===== src/rtl/lc2k_fetch.sv =====
// ---------------------------------------------------------------------------
// lc2k_fetch: instruction-fetch stage of the LC2K pipeline.
// Owns the PC and drives the synchronous (1-cycle) instruction memory. Each
// returned word is paired with the PC it was fetched from and registered
// into the IF/ID pipeline register. Handles decode stall, branch/jump
// redirect and stops fetching after a halt instruction.
//
// Ports:
//   clk, reset          clock, asynchronous active-high reset
//   imem_addr           read address to instruction memory (combinational)
//   imem_rdata          word read at the address sampled on the previous edge
//   stall               decode cannot accept; hold IF/ID and fetch state
//   redirect/_pc        load a new PC and squash in-flight fetches
//   if_id_valid/_instr/_pc/_pc_plus1   IF/ID pipeline register
//   halted              fetch stopped after a halt instruction
// ---------------------------------------------------------------------------
module lc2k_fetch #(
    parameter int unsigned     XLEN     = 32,
    parameter logic [XLEN-1:0] RESET_PC = '0,
    parameter logic [2:0]      HALT_OP  = 3'b110
) (
    input  logic            clk,
    input  logic            reset,
    output logic [XLEN-1:0] imem_addr,
    input  logic [XLEN-1:0] imem_rdata,
    input  logic            stall,
    input  logic            redirect,
    input  logic [XLEN-1:0] redirect_pc,
    output logic            if_id_valid,
    output logic [XLEN-1:0] if_id_instr,
    output logic [XLEN-1:0] if_id_pc,
    output logic [XLEN-1:0] if_id_pc_plus1,
    output logic            halted
);

    typedef enum logic {
        RUN    = 1'b0,
        HALTED = 1'b1
    } mode_e;

    mode_e           mode_q, mode_d;
    logic [XLEN-1:0] pc_q, pc_d;
    logic [XLEN-1:0] req_pc_q, req_pc_d;
    logic            req_valid_q, req_valid_d;
    logic            if_id_valid_q, if_id_valid_d;
    logic [XLEN-1:0] if_id_instr_q, if_id_instr_d;
    logic [XLEN-1:0] if_id_pc_q, if_id_pc_d;
    logic [XLEN-1:0] if_id_pc_plus1_q, if_id_pc_plus1_d;
    logic            halted_q, halted_d;

    // Returned word is a halt that will actually be consumed this edge.
    logic            halt_hit;

    assign halt_hit = (mode_q == RUN) && req_valid_q && !stall && !redirect
                      && (imem_rdata[24:22] == HALT_OP);

    // State register.
    always_ff @(posedge clk or posedge reset) begin
        if (reset) begin
            mode_q           <= RUN;
            pc_q             <= RESET_PC;
            req_pc_q         <= '0;
            req_valid_q      <= 1'b0;
            if_id_valid_q    <= 1'b0;
            if_id_instr_q    <= '0;
            if_id_pc_q       <= '0;
            if_id_pc_plus1_q <= '0;
            halted_q         <= 1'b0;
        end else begin
            mode_q           <= mode_d;
            pc_q             <= pc_d;
            req_pc_q         <= req_pc_d;
            req_valid_q      <= req_valid_d;
            if_id_valid_q    <= if_id_valid_d;
            if_id_instr_q    <= if_id_instr_d;
            if_id_pc_q       <= if_id_pc_d;
            if_id_pc_plus1_q <= if_id_pc_plus1_d;
            halted_q         <= halted_d;
        end
    end

    // Next-state and datapath: redirect > stall > normal.
    always_comb begin
        mode_d           = mode_q;
        pc_d             = pc_q;
        req_pc_d         = req_pc_q;
        req_valid_d      = req_valid_q;
        if_id_valid_d    = if_id_valid_q;
        if_id_instr_d    = if_id_instr_q;
        if_id_pc_d       = if_id_pc_q;
        if_id_pc_plus1_d = if_id_pc_plus1_q;
        halted_d         = halted_q;

        if (redirect) begin
            // Squash IF/ID even when decode is stalled.
            mode_d        = RUN;
            pc_d          = redirect_pc;
            req_valid_d   = 1'b0;
            if_id_valid_d = 1'b0;
            halted_d      = 1'b0;
        end else if (stall) begin
            // Everything holds.
        end else if (mode_q == RUN) begin
            if_id_valid_d    = req_valid_q;
            if_id_instr_d    = imem_rdata;
            if_id_pc_d       = req_pc_q;
            if_id_pc_plus1_d = req_pc_q + XLEN'(1);
            if (halt_hit) begin
                // Halt passes to decode; pc stays at halt PC + 1.
                mode_d      = HALTED;
                halted_d    = 1'b1;
                req_valid_d = 1'b0;
            end else begin
                req_pc_d    = pc_q;
                req_valid_d = 1'b1;
                pc_d        = pc_q + XLEN'(1);
            end
        end else begin
            if_id_valid_d = 1'b0;
        end
    end

    // Outputs. Re-reading req_pc during a stall keeps imem_rdata paired with it.
    always_comb begin
        imem_addr = pc_q;
        if (stall && req_valid_q && (mode_q == RUN)) begin
            imem_addr = req_pc_q;
        end
    end

    assign if_id_valid    = if_id_valid_q;
    assign if_id_instr    = if_id_instr_q;
    assign if_id_pc       = if_id_pc_q;
    assign if_id_pc_plus1 = if_id_pc_plus1_q;
    assign halted         = halted_q;

endmodule

===== config.mk =====
export PLATFORM = sky130hd
export DESIGN_NAME = lc2k_fetch
export DESIGN_NICKNAME = d
export VERILOG_FILES = /design/src/rtl/lc2k_fetch.sv
export SDC_FILE = /design/constraint.sdc
export NUM_CORES = 1
export LEC_CHECK = 0
export BUFFER_PORTS_ARGS = -buffer_cell sky130_fd_sc_hd__buf_4
export CORE_AREA = 2 2 125 127
export DETAILED_ROUTE_END_ITERATION = 10
export DIE_AREA = 0 0 127 129
export GPL_ROUTABILITY_DRIVEN = 1
export HOLD_SLACK_MARGIN = 0.03
export PLACE_DENSITY = 0.78
export SLEW_MARGIN = 5
export SYNTH_ARGS = -nofsm -noshare
export SYNTH_HDL_FRONTEND = slang
export SYNTH_SLANG_ARGS = --single-unit

===== constraint.sdc =====
create_clock -name clk -period 5.5 [get_ports clk]
set_input_delay 0.275 -clock clk [delete_from_list [all_inputs] [get_ports clk]]
set_output_delay 0.275 -clock clk [all_outputs]
set_load 0.02 [all_outputs]

# Yosys cells after proc, flatten, opt, wreduce, memory -nomap -nowiden
# Index checks and enable logic that the tools add are counted.
# W data, S select, Z words.
# word_totals
reg_bits	164
inputBits	68
output_inout_bits	130
wordCells	53
# classes
n_addsub	2
n_eq_ne	4
mux	20
bitwise	4
n_reduce_logical	14
# ops
operator	n
$mux W32	5
$add A32 B1 Y32 const B	2
$mux W1	15
$reduce_and A3 Y1	3
$logic_and A1 B1 Y1	6
$ne A2 B2 Y1 const B	2
$not A1 Y1	4
$reduce_and A4 Y1	1
$eq A3 B3 Y1 const B	1
$logic_not A1 Y1	2
$ne A2 B1 Y1 const B	1
$reduce_and A2 Y1	1
$reduce_bool A2 Y1	1

# Longest topological paths before layout
# Gate-level depths: netlist (run 1).
# logic_depth
depth_word	9
depth_mapped	7

# Least setup slack after synthesis (run 1)
# Ideal clock, no wire load.
# synth_path
path_type	register -> register
start	reg req_pc_q[5]
end	reg if_id_pc_plus1_q[31] (netlist: if_id_pc_plus1[31])
t_arrival_ns	1.633
required_ns	5.373
path_slack_ns	3.740
stages_incl_launch_ff	8
path_buffers	2
synth_period_minus_slack_ns	1.760
path_cell_list	dfrtp_1 buf_2 nand4_1 or4_4 buf_6 nor4b_4 xnor2_1 o21ai_2
# synth_between
elab_chain_len	1
# synth_lines
element	line_no	source
from (decl)	43	logic [XLEN-1:0] req_pc_q, req_pc_d;
from (signal assigned)	72	req_pc_q <= req_pc_d;
$add A32 B1 Y32	107	if_id_pc_plus1_d = req_pc_q + XLEN'(1);
to (signal assigned)	77	if_id_pc_plus1_q <= if_id_pc_plus1_d;
to (decl)	48	logic [XLEN-1:0] if_id_pc_plus1_q, if_id_pc_plus1_d;
# No other way between the ends.
# A chain may end at the register's enable or synchronous reset.

# Final worst setup path (run 1)
# layout_path
start	reg mode_q
end	out imem_addr[24]
# layout_between
elab_chain_len	3
# layout_lines
element	line_no	source
from (decl)	41	mode_e mode_q, mode_d;
from (signal assigned)	70	mode_q <= mode_d;
$not A1 Y1 (no line)	-	
$logic_and A1 B1 Y1	126	if (stall && req_valid_q && (mode_q == RUN)) begin
$mux W32	126	
to (decl)	24	output logic [XLEN-1:0] imem_addr,
# No other way between the ends.

==> results of run 1 <==
==> routing by layer <==
layer  GRT usage  part of all wire  up-vias
li1            -                 -     3047
met1       0.333              0.44     3060
met5           0                 0        -
met3      0.0532             0.048       33
met2       0.403              0.48      193
met4      0.0892             0.024        0
==> per-stage QoR <==
stage / instance area (sq um) / instances / hold slack (ns) / power [mW] / worst slack (ns)
2_1_floorplan: 7760 / 805 / 0.380 / 2.15 / 0.792
5_1_grt: 10100 / 1186 / 0.0384 / 4.07 / 3.05
6_report: 10100 / 1186 / 0.0371 / 3.90 / 3.20
3_3_place_gp: 9320 / 1145 / 0.461 / 2.55 / 3.08
3_5_place_dp: 9320 / 1145 / 0.463 / 2.58 / 3.03
4_1_cts: 10100 / 1186 / 0.0308 / 3.91 / 3.21
==> layout make-up <==
type,count,area [sq um],share of cell area
flip-flops and latches,164,4100,0.407
multi-input cells,577,3400,0.337
repair buffers,212,1610,0.160
clock buffers,20,467,0.0463
well taps,188,235,0.0234
clock inverters,12,201,0.0200
inverters,13,53.8,0.00534
==> cells by family after synthesis <==
logic type,after synthesis,synth area share
AND/OR/NAND/NOR,379,0.227
flip-flops,164,0.529
AO/OA/AOI/OAI,81,0.0572
buffers and inverters,64,0.0350
multiplexers,59,0.0854
XOR/XNOR,56,0.0632
adder cells (fa/ha/maj),2,0.00322
==> how the worst max path moves through the flow <==
stage,start,end,slack [ns]
3_5_place_dp,redirect,if_id_pc_plus1[16],3.03
5_1_grt,pc_q[9],pc_q[28],3.05
3_3_place_gp,redirect,if_id_pc_plus1[14],3.08
6_report,mode_q,imem_addr[24],3.20
2_1_floorplan,reset,halted,0.79
4_1_cts,mode_q,imem_addr[22],3.21
==> repair_timing <==
| action | in CTS | in global routing |
|---|---|---|
| hold buffers | 9 | 0 |
| setup buffers | 0 | 0 |
| endpoints found under the hold margin | 9 | 0 |
==> state kept, by name, indices dropped and copies added (netlist names) <==
signal          cells
if_id_instr        32
pc_q               32
if_id_pc_plus1     32
mode_q              1
req_pc_q           32
halted              1
req_valid_q         1
if_id_pc           32
if_id_valid         1
==> power by group through the flow <==
stage	combinational (mW)	clock (mW)	sequential [mW]
after CTS	0.939	1.35	1.63
after global routing	1.01	1.40	1.66
after global placement	0.911	0	1.64
final	0.930	1.34	1.63
after floorplan	0.393	0	1.76
after detailed placement	0.930	0	1.65
==> cell usage in the layout, fill, tap and decap left out, types with 4 or more instances in the layout <==
cell and count:
nand4_1 12, nor3_1 14, o21ai_0 64, nand3_1 15, nor4_2 4, inv_1 12
xnor2_1 39, nor2_1 10, nand2_1 273, nor2b_1 4, clkinvlp_4 5, dfrtp_1 164
buf_4 203, bufinv_16 5, a311oi_1 4, and4_1 7, and3_1 7, dlygate4sd3_1 9
nor4_1 11, clkbuf_16 17, mux2_2 58, xor2_1 17
==> worst max-delay path: cells and delay by family (launching register included) <==
family,cells,cell delay [ns]
buffers and inverters,3,0.64
AND/OR/NAND/NOR,1,0.07
multiplexers,1,0.42
flip-flops,1,0.44
==> flow_metrics.env, run 1 <==
export IMPL_status="finished clean"
export IMPL_start_util=0.518
export IMPL_gr_total_overflow=0
export IMPL_layout_drive_gt1_share=0.316
export IMPL_grt_setup_unrepaired="false"
export IMPL_p_int_mw=2.68
export IMPL_min_delay_path_depth=3
export IMPL_first_global_vias=6171
export IMPL_hold_start="imem_rdata[13]"
export IMPL_peakVddDrop_uv=259
export IMPL_clk_latency_ns=0.43
export IMPL_die_w_um=127
export IMPL_r2r_start="req_pc_q[0]"
export IMPL_seq_area_frac_synth=0.529
export IMPL_regToRegEndpoint="if_id_pc_plus1[30]"
export IMPL_setup_viol=0
export IMPL_ys_top_cells_by_count="nand2_1, dfrtp_1, o21ai_0"
export IMPL_crit_arrival_ns=2.02
export IMPL_path_clk_slew_ns=0.07
export IMPL_reg2reg_depth=6
export IMPL_dp_hpwl_um=13200
export IMPL_coreArea_sq_um=15000
export IMPL_fmax_mhz=435
export IMPL_grt_pass1_wl_um=32000
export IMPL_postRouteWirelength_um=19600
export IMPL_swShare=0.312
export IMPL_cts_sinks=164
export IMPL_p_per_area_nw_per_um2=387
export IMPL_synth_nets=875
export IMPL_synth_ff_type="dfrtp_1"
export IMPL_fill_cells=1201
export IMPL_finalSetupTns_ns=0
export IMPL_synth_cell_types=41
export IMPL_synth_seq_cells=164
export IMPL_io_buffers=197
export IMPL_antenna_found_initial=0
export IMPL_grt_max_degree=110
export IMPL_drtIter0Drc=497
export IMPL_synth_area_leaders="dfrtp_1, nand2_1, mux2_2, xnor2_1, o21ai_0"
export IMPL_ctsResizeCount=0
export IMPL_cp_common_cell="buf_4"
export IMPL_antenna_cells=0
export IMPL_start_kind="register"
export IMPL_nNetsFinal=1055
export IMPL_gp_congestion=0.829
export IMPL_drcViolationCount=0
export IMPL_power_frac_seq=0.418
export IMPL_rows=45
export IMPL_ant_nets=0
export IMPL_cts_root_buf="clkbuf_16"
export IMPL_first_pass_iters=5
export IMPL_syn_area_sq_um=7760
export IMPL_hold_end="if_id_instr[13]"
export IMPL_dieArea_sq_um=16400
export IMPL_crit_path_max_incr_delay_ns=0.44
export IMPL_hold_class="in -> reg"
export IMPL_grtUsageTotal=0.248
export IMPL_min_period_ns=2.30
export IMPL_tightestPinTransition_ns=0.970
export IMPL_crit_type="reg -> out"
export IMPL_hold_viol_final=0
export IMPL_maxCapViolCount=0
export IMPL_wl_per_cell_um=16.6
export IMPL_crit_slowest_cell="dfrtp_1"
export IMPL_cts_max_path_buffers=2
export IMPL_synth_cells=805
export IMPL_cts_made_buffers=17
export IMPL_end_kind="output pin"
export IMPL_viasPerCell=5.34
export IMPL_postSynthAreaPerCell_sq_um=9.64
export IMPL_die_h_um=129
export IMPL_power_switching_mw=1.22
export IMPL_fin_util=0.673
export IMPL_post_synth_top_count_cell="nand2_1"
export IMPL_skew_ns=0.0103
export IMPL_maxSlewHeadroom=0.354
export IMPL_areaGrowthSynthToFinish_pct=29.8
export IMPL_yosysTopAreaCell="dfrtp_1"
export IMPL_h_tree_depth=4
export IMPL_cp_required_ns=5.22
export IMPL_cts_tree="built"
export IMPL_synth_edf_count=0
export IMPL_synth_top_area_share=0.529
export IMPL_power_leakage_nw=4.79
export IMPL_layout_worst_path_cycle_share=0.418
export IMPL_path_cells="inv_1 -> nand3_1 -> buf_4 -> mux2_2 -> buf_4"
export IMPL_num_vias=6333
export IMPL_power_frac_comb=0.239
export IMPL_yosys_warnings=0
export IMPL_crit_path_max_fanout=35
export IMPL_num_io_pins=198
export IMPL_synth_async_reset_ratio=1.00
export IMPL_clkPwrFrac=0.343
export IMPL_reg2reg_slack_ns=3.25
export IMPL_final_max_slew_violation_count=0
No activity file was read; power rests on OpenSTA's default activity.
==> inputs of run 2 (changes only) <==
- CORE_AREA: 2 2 125 127 -> 2 2 131 133
- DIE_AREA: 0 0 127 129 -> 0 0 133 135
- PLACE_DENSITY: 0.78 -> 0.75
- clock period: 5.5 -> 2.1 ns (I/O delays scaled with it)
==> flow_metrics.env, run 2 (synthesis gave the netlist of run 1 again) <==
export IMPL_status="finished clean"
export IMPL_dp_hpwl_um=14200
export IMPL_num_io_pins=198
export IMPL_cp_depth=5
export IMPL_cp_startpoint="mode_q"
export IMPL_design_area_sq_um=10900
export IMPL_gr_total_overflow=0
export IMPL_hold_ws_ns=0.0899
export IMPL_cts_made_buffers=17
export IMPL_crit_path_max_fanout=20
export IMPL_grt_max_degree=89
export IMPL_crit_path_max_incr_delay_ns=0.43
export IMPL_final_max_slew_violation_count=0
export IMPL_reg2reg_depth=6
export IMPL_final_common_cell="nand2_1"
export IMPL_postRouteWirelength_um=21300
export IMPL_maxSlewHeadroom=0.664
export IMPL_path_clk_slew_ns=0.06
export IMPL_start_kind="register"
export IMPL_p_per_area_nw_per_um2=912
export IMPL_setup_viol=0
export IMPL_nNetsFinal=1137
export IMPL_antenna_found_initial=1
export IMPL_cp_common_cell="buf_4"
export IMPL_num_vias=6699
export IMPL_regToRegEndpoint="pc_q[5]"
export IMPL_peakVddDrop_uv=610
export IMPL_layout_drive_gt1_share=0.317
export IMPL_drtIter0Drc=398
export IMPL_cts_max_path_buffers=2
export IMPL_die_h_um=135
export IMPL_crit_type="reg -> out"
export IMPL_path_cells="inv_1 -> nand3_2 -> buf_4 -> mux2_2 -> buf_4"
export IMPL_layout_worst_path_cycle_share=0.957
export IMPL_mostFrequentLayoutCells="nand2_1, buf_4, dfrtp_1"
export IMPL_crit_family="buffers and inverters"
export IMPL_areaGrowthSynthToFinish_pct=40.1
export IMPL_critical_path_buf_inv_count=3
export IMPL_fill_cells=1289
export IMPL_hold_class="in -> reg"
export IMPL_ant_nets=0
export IMPL_dp_cells=1202
export IMPL_power_leakage_nw=5.15
export IMPL_maxCapViolCount=0
export IMPL_cts_tree="built"
export IMPL_cts_setup_buffers=0
export IMPL_end_kind="output pin"
export IMPL_endpoint="imem_addr[1]"
export IMPL_dieArea_sq_um=18000
export IMPL_start_util=0.473
export IMPL_viasPerCell=5.15
export IMPL_skew_ns=0.00890
export IMPL_cp_required_ns=2.00
export IMPL_first_global_vias=6656
export IMPL_placed_area_sq_um=9600
export IMPL_crit_arrival_ns=1.91
export IMPL_final_cell_count_no_fill=1301
export IMPL_wl_per_cell_um=16.4
export IMPL_reg2reg_slack_ns=0.16
export IMPL_coreArea_sq_um=16400
export IMPL_first_pass_iters=5
export IMPL_r2r_start="mode_q"
export IMPL_tightestPinTransition_ns=0.503
export IMPL_cts_sinks=164
export IMPL_rows=47
export IMPL_die_w_um=133
export IMPL_finalPower_mw=9.92
export IMPL_io_buffers=197
export IMPL_cts_root_buf="clkbuf_16"
export IMPL_min_period_ns=2.01
export IMPL_crit_slowest_cell="dfrtp_1"
export IMPL_gp_congestion=0.823
export IMPL_drcViolationCount=0
export IMPL_fin_util=0.663
export IMPL_fmax_mhz=497
export IMPL_grt_pass1_wl_um=34100
export IMPL_clk_latency_ns=0.43
export IMPL_hold_viol_final=0
export IMPL_h_tree_depth=4
export IMPL_hold_start="redirect"
export IMPL_grtUsageTotal=0.245
==> run 2: cell types whose count changed in the layout (fill, tap and decap cells not counted), moves of 2 or more <==
cell,change
dlygate4sd3_1,+57
buf_4,+21
buf_12,+4
bufinv_16,-4
clkinv_2,+2
clkinv_4,+2
nor4_1,-2
nor4_2,+2
==> run 2: power by group <==
part | switching, mW | total [mW] | internal, mW
Sequential | 0.496 | 4.21 | 3.71
Combinational | 1.46 | 2.71 | 1.25
Clock | 1.27 | 3.00 | 1.73
Total | 3.23 | 9.92 | 6.69
==> run 2: timing repair <==
| item | CTS | global route |
|---|---|---|
| gates resized for setup | 0 | 5 |
| endpoints found under the setup margin | 0 | 9 |
| hold buffers | 66 | 0 |
| endpoints found under the hold margin | 79 | 0 |
==> run 2: worst min-delay path by stage <==
| stage | to | cells after the start |
|---|---|---|
| 2_1_floorplan | if_id_instr[0] | 2 |
| 3_3_place_gp | if_id_instr[14] | 2 |
| 3_5_place_dp | if_id_instr[14] | 2 |
| 4_1_cts | if_id_valid | 2 |
| 5_1_grt | if_id_valid | 2 |
| 6_report | if_id_valid | 2 |
==> run 2: metal layers <==
| layer | vias up | wire length [um] | share of wire | global-route usage |
|---|---|---|---|---|
| li1 | 3208 | - | - | - |
| met1 | 3241 | 9130 | 0.43 | 0.315 |
| met2 | 214 | 10500 | 0.49 | 0.404 |
| met3 | 36 | 1090 | 0.051 | 0.0447 |
| met4 | 0 | 587 | 0.028 | 0.112 |
| met5 | - | 0 | 0 | 0 |
==> run 2: stage by stage <==
stage / TNS (ns) / setup slack (ns)
6_report: 0 / 0.0899
3_3_place_gp: 0 / 0.147
4_1_cts: 0 / 0.0498
2_1_floorplan: -14.73 / -0.0898
5_1_grt: -0.00520 / -0.00520
3_5_place_dp: 0 / 0.0769
==> run 2: final cells by class <==
type	count	area (sq um)	area share
Sequential cell	164	4100	0.377
Multi-Input combinational cell	577	3450	0.317
Timing Repair Buffer	294	2420	0.223
Clock buffer	21	470	0.0433
Tap cell	220	275	0.0253
Clock inverter	11	103	0.00943
Inverter	13	52.6	0.00483
Antenna cell	1	2.50	0.000230
